File: src/rtl/hist_dump_pkg.sv
// Shared types and constants for the histogram readout engine.
package hist_dump_pkg;

  typedef enum logic [2:0] {IDLE, HDR, BINS, DRAIN, CLEAR} state_t;

  localparam int          HDR_WORDS     = 9;
  localparam logic [31:0] MAGIC_DEFAULT = 32'h4C48_5354;

  localparam logic [3:0] HDR_MAGIC    = 4'd0;
  localparam logic [3:0] HDR_SAMPLES  = 4'd1;
  localparam logic [3:0] HDR_OVERFLOW = 4'd2;
  localparam logic [3:0] HDR_MIN_LO   = 4'd3;
  localparam logic [3:0] HDR_MIN_HI   = 4'd4;
  localparam logic [3:0] HDR_MAX_LO   = 4'd5;
  localparam logic [3:0] HDR_MAX_HI   = 4'd6;
  localparam logic [3:0] HDR_SUM_LO   = 4'd7;
  localparam logic [3:0] HDR_SUM_HI   = 4'd8;
  localparam logic [3:0] HDR_LAST     = 4'(HDR_WORDS - 1);

endpackage

File: src/rtl/stream_skid_buf.sv
// 2-entry stream buffer with synchronous flush; accepts a push while full
// only if the head is popped in the same cycle. Head is stable until popped.
module stream_skid_buf #(
  parameter int W = 33
) (
  input  logic         clk,
  input  logic         rst,
  input  logic         flush,
  input  logic         push,
  input  logic [W-1:0] push_data,
  output logic [1:0]   level,
  output logic         pop_valid,
  input  logic         pop_ready,
  output logic [W-1:0] pop_data
);

  logic [W-1:0] mem [2];
  logic         wr_ptr;
  logic         rd_ptr;
  logic         do_push;
  logic         do_pop;

  assign pop_valid = (level != 2'd0);
  assign pop_data  = mem[rd_ptr];
  assign do_pop    = pop_valid & pop_ready;
  assign do_push   = push & ((level != 2'd2) | do_pop);

  always_ff @(posedge clk) begin
    if (rst) begin
      mem[0] <= '0;
      mem[1] <= '0;
      wr_ptr <= 1'b0;
      rd_ptr <= 1'b0;
      level  <= 2'd0;
    end else if (flush) begin
      wr_ptr <= 1'b0;
      rd_ptr <= 1'b0;
      level  <= 2'd0;
    end else begin
      if (do_push) begin
        mem[wr_ptr] <= push_data;
        wr_ptr      <= ~wr_ptr;
      end
      if (do_pop) rd_ptr <= ~rd_ptr;
      level <= level + {1'b0, do_push} - {1'b0, do_pop};
    end
  end

endmodule

File: src/rtl/hist_dump_engine.sv
// Histogram readout master: snapshots stats, reads every bin, streams one
// framed record (header + bins) and optionally clears the histogram.
module hist_dump_engine
  import hist_dump_pkg::*;
#(
  parameter int          HIST_BINS = 256,
  parameter logic [31:0] MAGIC     = MAGIC_DEFAULT
) (
  input  logic        clk,
  input  logic        rst,
  input  logic        start,
  input  logic        abort,
  input  logic        cfg_clear_on_read,
  output logic        busy,
  output logic        done,
  output logic [7:0]  hist_addr,
  output logic        hist_rd,
  input  logic [31:0] hist_data,
  output logic        hist_clear,
  input  logic [31:0] stat_samples,
  input  logic [31:0] stat_overflow,
  input  logic [63:0] stat_min_latency,
  input  logic [63:0] stat_max_latency,
  input  logic [63:0] stat_sum_latency,
  output logic        m_valid,
  input  logic        m_ready,
  output logic [31:0] m_data,
  output logic        m_last
);

  localparam int AW = $clog2(HIST_BINS);

  state_t        state;
  logic [3:0]    hdr_idx;
  logic [AW-1:0] bin_cnt;
  logic          rd_q;
  logic          last_q;
  logic [31:0]   snap_samples;
  logic [31:0]   snap_overflow;
  logic [63:0]   snap_min;
  logic [63:0]   snap_max;
  logic [63:0]   snap_sum;
  logic [1:0]    level;
  logic [1:0]    lvl_eff;
  logic [2:0]    lvl_next;
  logic          pop;
  logic          hdr_push;
  logic          push;
  logic          bin_last;
  logic [31:0]   hdr_word;
  logic [32:0]   push_data;
  logic [32:0]   buf_out;

  // Occupancy counts this cycle's pop so a full-rate stream keeps reading.
  assign pop      = m_valid & m_ready;
  assign lvl_eff  = level - {1'b0, pop};
  assign hdr_push = (state == HDR) && (lvl_eff != 2'd2);
  assign push     = hdr_push | rd_q;
  assign lvl_next = {1'b0, lvl_eff} + {2'b00, push};
  assign bin_last = (bin_cnt == AW'(HIST_BINS - 1));

  // The first bin read overlaps the last header push so the record is gapless.
  assign hist_rd   = !abort && (lvl_next < 3'd2) &&
                     ((state == BINS) || (state == HDR && hdr_idx == HDR_LAST && hdr_push));
  assign hist_addr = 8'(bin_cnt);

  always_comb begin
    hdr_word = 32'd0;
    case (hdr_idx)
      HDR_MAGIC:    hdr_word = MAGIC;
      HDR_SAMPLES:  hdr_word = snap_samples;
      HDR_OVERFLOW: hdr_word = snap_overflow;
      HDR_MIN_LO:   hdr_word = snap_min[31:0];
      HDR_MIN_HI:   hdr_word = snap_min[63:32];
      HDR_MAX_LO:   hdr_word = snap_max[31:0];
      HDR_MAX_HI:   hdr_word = snap_max[63:32];
      HDR_SUM_LO:   hdr_word = snap_sum[31:0];
      HDR_SUM_HI:   hdr_word = snap_sum[63:32];
      default:      hdr_word = 32'd0;
    endcase
  end

  assign push_data = hdr_push ? {1'b0, hdr_word} : {last_q, hist_data};

  always_ff @(posedge clk) begin
    if (rst) begin
      state         <= IDLE;
      busy          <= 1'b0;
      done          <= 1'b0;
      hist_clear    <= 1'b0;
      hdr_idx       <= 4'd0;
      bin_cnt       <= '0;
      rd_q          <= 1'b0;
      last_q        <= 1'b0;
      snap_samples  <= 32'd0;
      snap_overflow <= 32'd0;
      snap_min      <= 64'd0;
      snap_max      <= 64'd0;
      snap_sum      <= 64'd0;
    end else begin
      done       <= 1'b0;
      hist_clear <= 1'b0;
      rd_q       <= hist_rd;
      last_q     <= bin_last;
      if (abort) begin
        state   <= IDLE;
        busy    <= 1'b0;
        rd_q    <= 1'b0;
        hdr_idx <= 4'd0;
        bin_cnt <= '0;
      end else begin
        case (state)
          IDLE: if (start) begin
            snap_samples  <= stat_samples;
            snap_overflow <= stat_overflow;
            snap_min      <= stat_min_latency;
            snap_max      <= stat_max_latency;
            snap_sum      <= stat_sum_latency;
            busy          <= 1'b1;
            hdr_idx       <= 4'd0;
            bin_cnt       <= '0;
            state         <= HDR;
          end
          HDR: begin
            if (hdr_push) hdr_idx <= hdr_idx + 4'd1;
            if (hdr_push && hdr_idx == HDR_LAST) state <= BINS;
            if (hist_rd) bin_cnt <= bin_cnt + AW'(1);
          end
          BINS: if (hist_rd) begin
            bin_cnt <= bin_cnt + AW'(1);
            if (bin_last) state <= DRAIN;
          end
          DRAIN: if (pop && m_last) begin
            done       <= 1'b1;
            busy       <= 1'b0;
            hist_clear <= cfg_clear_on_read;
            state      <= cfg_clear_on_read ? CLEAR : IDLE;
          end
          CLEAR:   state <= IDLE;
          default: state <= IDLE;
        endcase
      end
    end
  end

  stream_skid_buf #(.W(33)) u_buf (
    .clk       (clk),
    .rst       (rst),
    .flush     (abort),
    .push      (push),
    .push_data (push_data),
    .level     (level),
    .pop_valid (m_valid),
    .pop_ready (m_ready),
    .pop_data  (buf_out)
  );

  assign m_last = buf_out[32];
  assign m_data = buf_out[31:0];

endmodule
File: config.mk
export PLATFORM = sky130hd
export DESIGN_NAME = hist_dump_engine
export DESIGN_NICKNAME = d
export VERILOG_FILES = /design/src/rtl/hist_dump_pkg.sv /design/src/rtl/stream_skid_buf.sv /design/src/rtl/hist_dump_engine.sv
export SDC_FILE = /design/constraint.sdc
export NUM_CORES = 1
export LEC_CHECK = 0
export CORE_AREA = 4 4 180 182
export DETAILED_ROUTE_END_ITERATION = 12
export DIE_AREA = 0 0 184 186
export PLACE_DENSITY_LB_ADDON = 0.12
export SLEW_MARGIN = 20
export SYNTH_ARGS = -nofsm -noshare
export SYNTH_HDL_FRONTEND = slang
export SYNTH_SLANG_ARGS = --single-unit
File: constraint.sdc
create_clock -name clk -period 7.8 [get_ports clk]
set_clock_uncertainty 0.2 [all_clocks]
set_input_delay 1.56 -clock clk [delete_from_list [all_inputs] [get_ports clk]]
set_output_delay 1.56 -clock clk [all_outputs]
set_load 0.02 [all_outputs]
Yosys cells after proc, flatten, opt, wreduce, memory -nomap -nowiden
Memories as Yosys holds them, arrays and structs flattened. A register that Yosys moved wholly into a read port is not among the register bits.
Index checks and enable logic that the tools add are counted.

storage, ports and cells
  memories = 1
  output and inout bits = 46
  bits in writable memories = 66
  logic and storage cells = 109
  memory bits (read-only) = 0
  bits of input ports = 294
  flip-flop bits (word level) = 280
  latch bits = 0

operators by class
  bitwise gates (word level) = 9
  add/subtract/negate cells = 6
  multipliers = 0
  shift operators = 0
  mux-type cells = 30
  reduce and logical (&&, ||, !) cells = 25
  magnitude comparators = 1
  div/mod/pow operators = 0
  equality and inequality tests = 21

memories
  memory     depth  bits a word  rd ports  clocked after Yosys merged registers in  write ports  line                   text
  u_buf.mem  2      33           1         1                                        2            stream_skid_buf.sv:17  logic [W-1:0] mem [2];

operators by type and width
  kind                   count
  $pmux W32 S9           1
  $mux W33               2
  $reduce_or A33 Y1      1
  $mux W3                6
  $eq A4 B3 Y1 const B   4
  $mux W8                2
  $pmux W8 S2            1
  $ne A2 B2 Y1 const B   7
  $mux W1                13
  $pmux W3 S4            1
  $reduce_and A3 Y1      4
  $add A8 B1 Y8 const B  1
  $eq A4 B2 Y1 const B   2
  $eq A8 B8 Y1 const B   1
  $mux W4                2
  $pmux W4 S2            1
  $reduce_bool A2 Y1     4
  $logic_and A1 B1 Y1    7
  $eq A3 B2 Y1 const B   2
  $not A1 Y1             5
  $reduce_and A5 Y1      1
  $add A4 B1 Y4 const B  1
  $eq A4 B1 Y1 const B   1
  $eq A4 B4 Y1 const B   1
  16 further kinds       21

Depth between registers and ports, before layout
  depth after elaboration = 13
  mapped depth = 10
  mapped depth without buffers = 9

By module
From an unflattened synthesis, not the netlist that was laid out.

second synthesis, totals
  cell total of the unflattened synthesis = 1767
  area total of the unflattened synthesis = 15210.8 sq um

by module, submodules not included
  module            instances  cells an instance  area an instance (sq um)
  hist_dump_engine  1          1565               12100.4
  stream_skid_buf   1          202                3110.5

Worst setup path after synthesis
No wires, ideal clock.

  path kind = input to output
  from = input port m_ready
  to = output port hist_rd
  cell stages on the path = 8
  arrival time = 2.951 ns
  setup slack = 3.089 ns
  required time = 6.040 ns
  cell sequence = o21ai_0 -> inv_1 -> ha_1 -> xor2_1 -> nor4b_1 -> a2bb2oi_1 -> and2_1 -> buf_2

between the ends
  cells in the longest elaborated chain, start to end = 9
  elaborated cells between the ends (all ways) = 11
  those cells by class = 2 x add/sub; 1 x order compare; 1 x eq/ne; 2 x bitwise; 5 x reduce/logical

RTL lines
  element                  line                    text
  start: declaration       hist_dump_engine.sv:26  input logic m_ready,
  $and A1 B1 Y1 (*)        hist_dump_engine.sv:55  assign pop = m_valid & m_ready;
  via pop                  hist_dump_engine.sv:46  logic pop;
  $sub A2 B1 Y2 (*)        hist_dump_engine.sv:56  assign lvl_eff = level - {1'b0, pop};
  $ne A2 B2 Y1             hist_dump_engine.sv:57  assign hdr_push = (state == HDR) && (lvl_eff != 2'd2);
  $logic_and A1 B1 Y1      hist_dump_engine.sv:57
  $or A1 B1 Y1             hist_dump_engine.sv:58  assign push = hdr_push | rd_q;
  $add A2 B1 Y3            hist_dump_engine.sv:59  assign lvl_next = {1'b0, lvl_eff} + {2'b00, push};
  $lt A3 B2 Y1             hist_dump_engine.sv:63  assign hist_rd = !abort && (lvl_next < 3'd2) &&
  $logic_and A1 B1 Y1      hist_dump_engine.sv:63
  $logic_and A1 B1 Y1 (*)  hist_dump_engine.sv:63
  end: declaration         hist_dump_engine.sv:17  output logic hist_rd,

Mark *: on every way through the listed nets, which the timed path passes. The rest lies on a longest branch.

Worst setup path in the final report
Ends and elaborated chain as after synthesis.

==> flow_summary.ini <==
[clock_tree]
cts_sinks = 347
cts_tree = built
cts_htree_levels = 2
cts_buffers = 38
clk_latency_ns = 0.52
clk_path_buf_depth = 3
hold_buffers = 0
post_cts_buffers = 0
clkTransAtPathRegs_ns = 0.05
cts_root_buffer = clkbuf_16
cts_resized = 0

[critical_path]
critPathLaunchType = primary input
ff2ff_setup_slack_ns = 3.51
critical_path.top_delay_family = buffers and inverters
path_max_fanout = 11
path_cells = clkdlybuf4s50_1 > o21ai_0 > inv_1 > ha_1 > xor2_1 > nor4b_1 > a2bb2oi_1 > and2_1 > clkdlybuf4s50_1
cp_slowest_stage_delay_ns = 0.67
crit_path_end_kind = primary output
slowest_stage = clkdlybuf4s50_1
crit_cells = 9
rr_worst_depth = 10
r2r-start = u_buf.level[0]
critPathBufInv = 3
crit_path_frequent_cell = clkdlybuf4s50_1
rr_endpoint = u_buf.mem[0][10]
worstPathRequired_ns = 6.04
crit_type = in -> out
worstPathArrival_ns = 4.72

[placed_design]
placed_area_um2 = 18470
gp_congestion = 0.8515
dp_hpwl_um = 32950
portBuffers = 339

[detailed_routing]
drc = 0
drt-wirelength-per-cell_um = 19.79
firstDrtPassIters = 7
drt_wl_total_um = 48670
drt_iter0_markers = 1495
vias = 13860
avgViaCountPerCell = 5.636
antenna_left = 0

[global_route]
grtUsageTotal = 0.2692
grt_first_pass_wirelength_um = 72660
overflow = 0
grt_pass1_vias = 12920
grt_max_degree = 256
antenna_found_initial = 4

[synthesis]
synth_async_sr_flop_share = 0
syn_nets = 2092
synth_edf_count = 66
synth_warnings = 0
synth_top_area_cell = dfxtp_1
synth_area_leaders = dfxtp_1 (37%), nand2_1 (14%), edfxtp_1 (13%)
synth_cell_types = 69
ys.flop_type = dfxtp_1
ys_seq_area_frac = 0.4985
syn_area_um2 = 15260
syn_avg_cell_area_um2 = 8.520
synth_top_area_frac = 0.3686
synth-seq-cells = 347
syn_inst = 1791

[finish]
layout_common_cells = nand2_1 (559), clkdlybuf4s50_1 (338), a21oi_1 (282)
postLayoutCellArea_um2 = 19720
multi_input_area_um2 = 6770
final-seq-area_um2 = 7612
mostFrequentLayoutCell = nand2_1
drive_gt1_frac = 0.06550
n_fill_cell = 2592
layout-area-overhead-vs-synth_pct = 29.25
fin_nets = 2333

[floorplan]
ioPinCount = 340
fp.dieW_um = 184
dieHeight_um = 186
die-area_um2 = 34220
core_area_um2 = 30590
initial_core_util = 0.4989
floorplan.rows = 64

[hold_path]
min_from = snap_min[51]
hp-class = reg -> reg
hold_end = snap_min[51]
hold_depth = 2

[sta]
worst_slew_pin_slew_ns = 1.291
fin_setup_tns_ns = 0
fin_crit_ns = 6.483
setup_viol = 0
relSlewSlack = 0.1392
period_share = 0.8312
rsz0062_at_grt = no
finalHoldViolCount = 0
clock.fmax_ghz = 0.1542
drv_slew = 0

[job]
drv_cap = 0

[power_and_ir_drop]
ir_drop_uv = 131.9
powerDensity_nw_per_um2 = 212.3
leakagePower_nw = 6.872

[outcome]
outcome = finished, final reports clean
## synth_stat cells (14+ instances only)
master,instances
edfxtp_1,66
a21oi_1,283
mux2_2,43
nor2b_1,35
mux2i_1,19
dfxtp_1,281
nor2_1,52
a22oi_1,43
nand3_1,25
buf_6,29
a22o_1,14
nand2_1,559
o21ai_0,30
buf_2,43
clkbuf_1,73
## report_power, final
part	leakage, nW	switching (mW)	internal, mW
clock	0.608	0.718	1.07
sequential	2.98	0.0387	1.91
combinational	3.29	0.222	0.228
## logic make-up (layout without fill, tap and decap cells)
family	after synthesis	in the layout	synth area share
buffers and inverters	165	435	0.05920
DFF	347	347	0.4985
other	0	2	0
xor gates and xnor gates	8	8	0.004591
AOI/OAI and AO/OA	471	471	0.1880
adders and majority gates	7	7	0.005739
muxes	62	62	0.04419
and+or+nand+nor	731	731	0.1997
## final cells by class
class,count,area share
Sequential cell,347,0.3860
Clock buffer,56,0.05741
Inverter,10,0.001903
Timing Repair Buffer,356,0.1800
Clock inverter,13,0.006090
Antenna cell,2,0.0002538
Multi-Input combinational cell,1279,0.3433
Tap cell,396,0.02512
## worst min-delay path, stage by stage (launching register included)
cell and delay (ns):
dfxtp_1 0.30, nand2_1 0.05, a21oi_1 0.05
## metal layers
layer	vias up	wire [µm]	GRT usage
met5	-	30	0
met4	4	913	0.06329
met3	68	4078	0.04944
met2	560	22510	0.4258
met1	6580	21130	0.3861
li1	6646	-	-
## flip-flops by register name, summed over array words and instances, names as in the netlist, 2 cells and up, named ones only
register       cells
snap_samples      32
snap_min          64
snap_overflow     32
snap_max          64
snap_sum          64
u_buf.level        2
hdr_idx            4
u_buf.mem         66
hist_addr          8
state              3
## stage by stage
stage	total power [mW]	utilization	cells	hold WS, ns	worst slack (ns)
6_report	4.187	0.6448	2459	0.2485	1.317
4_1_cts	4.208	0.6446	2457	0.2510	1.342
5_1_grt	4.332	0.6448	2459	0.2711	1.202
3_5_place_dp	2.430	0.6036	2388	0.2451	1.382
2_1_floorplan	2.207	-	1791	0.2312	3.089
3_3_place_gp	2.421	0.6036	2388	0.2391	1.456
## worst max path at each step
stage	startpoint	to
floorplan	m_ready	hist_rd
global placement	m_ready	hist_rd
detailed placement	m_ready	hist_rd
CTS	m_ready	hist_rd
global route	m_ready	hist_rd
finish	m_ready	hist_rd
Note: power is estimated with default switching activity, not from simulation.
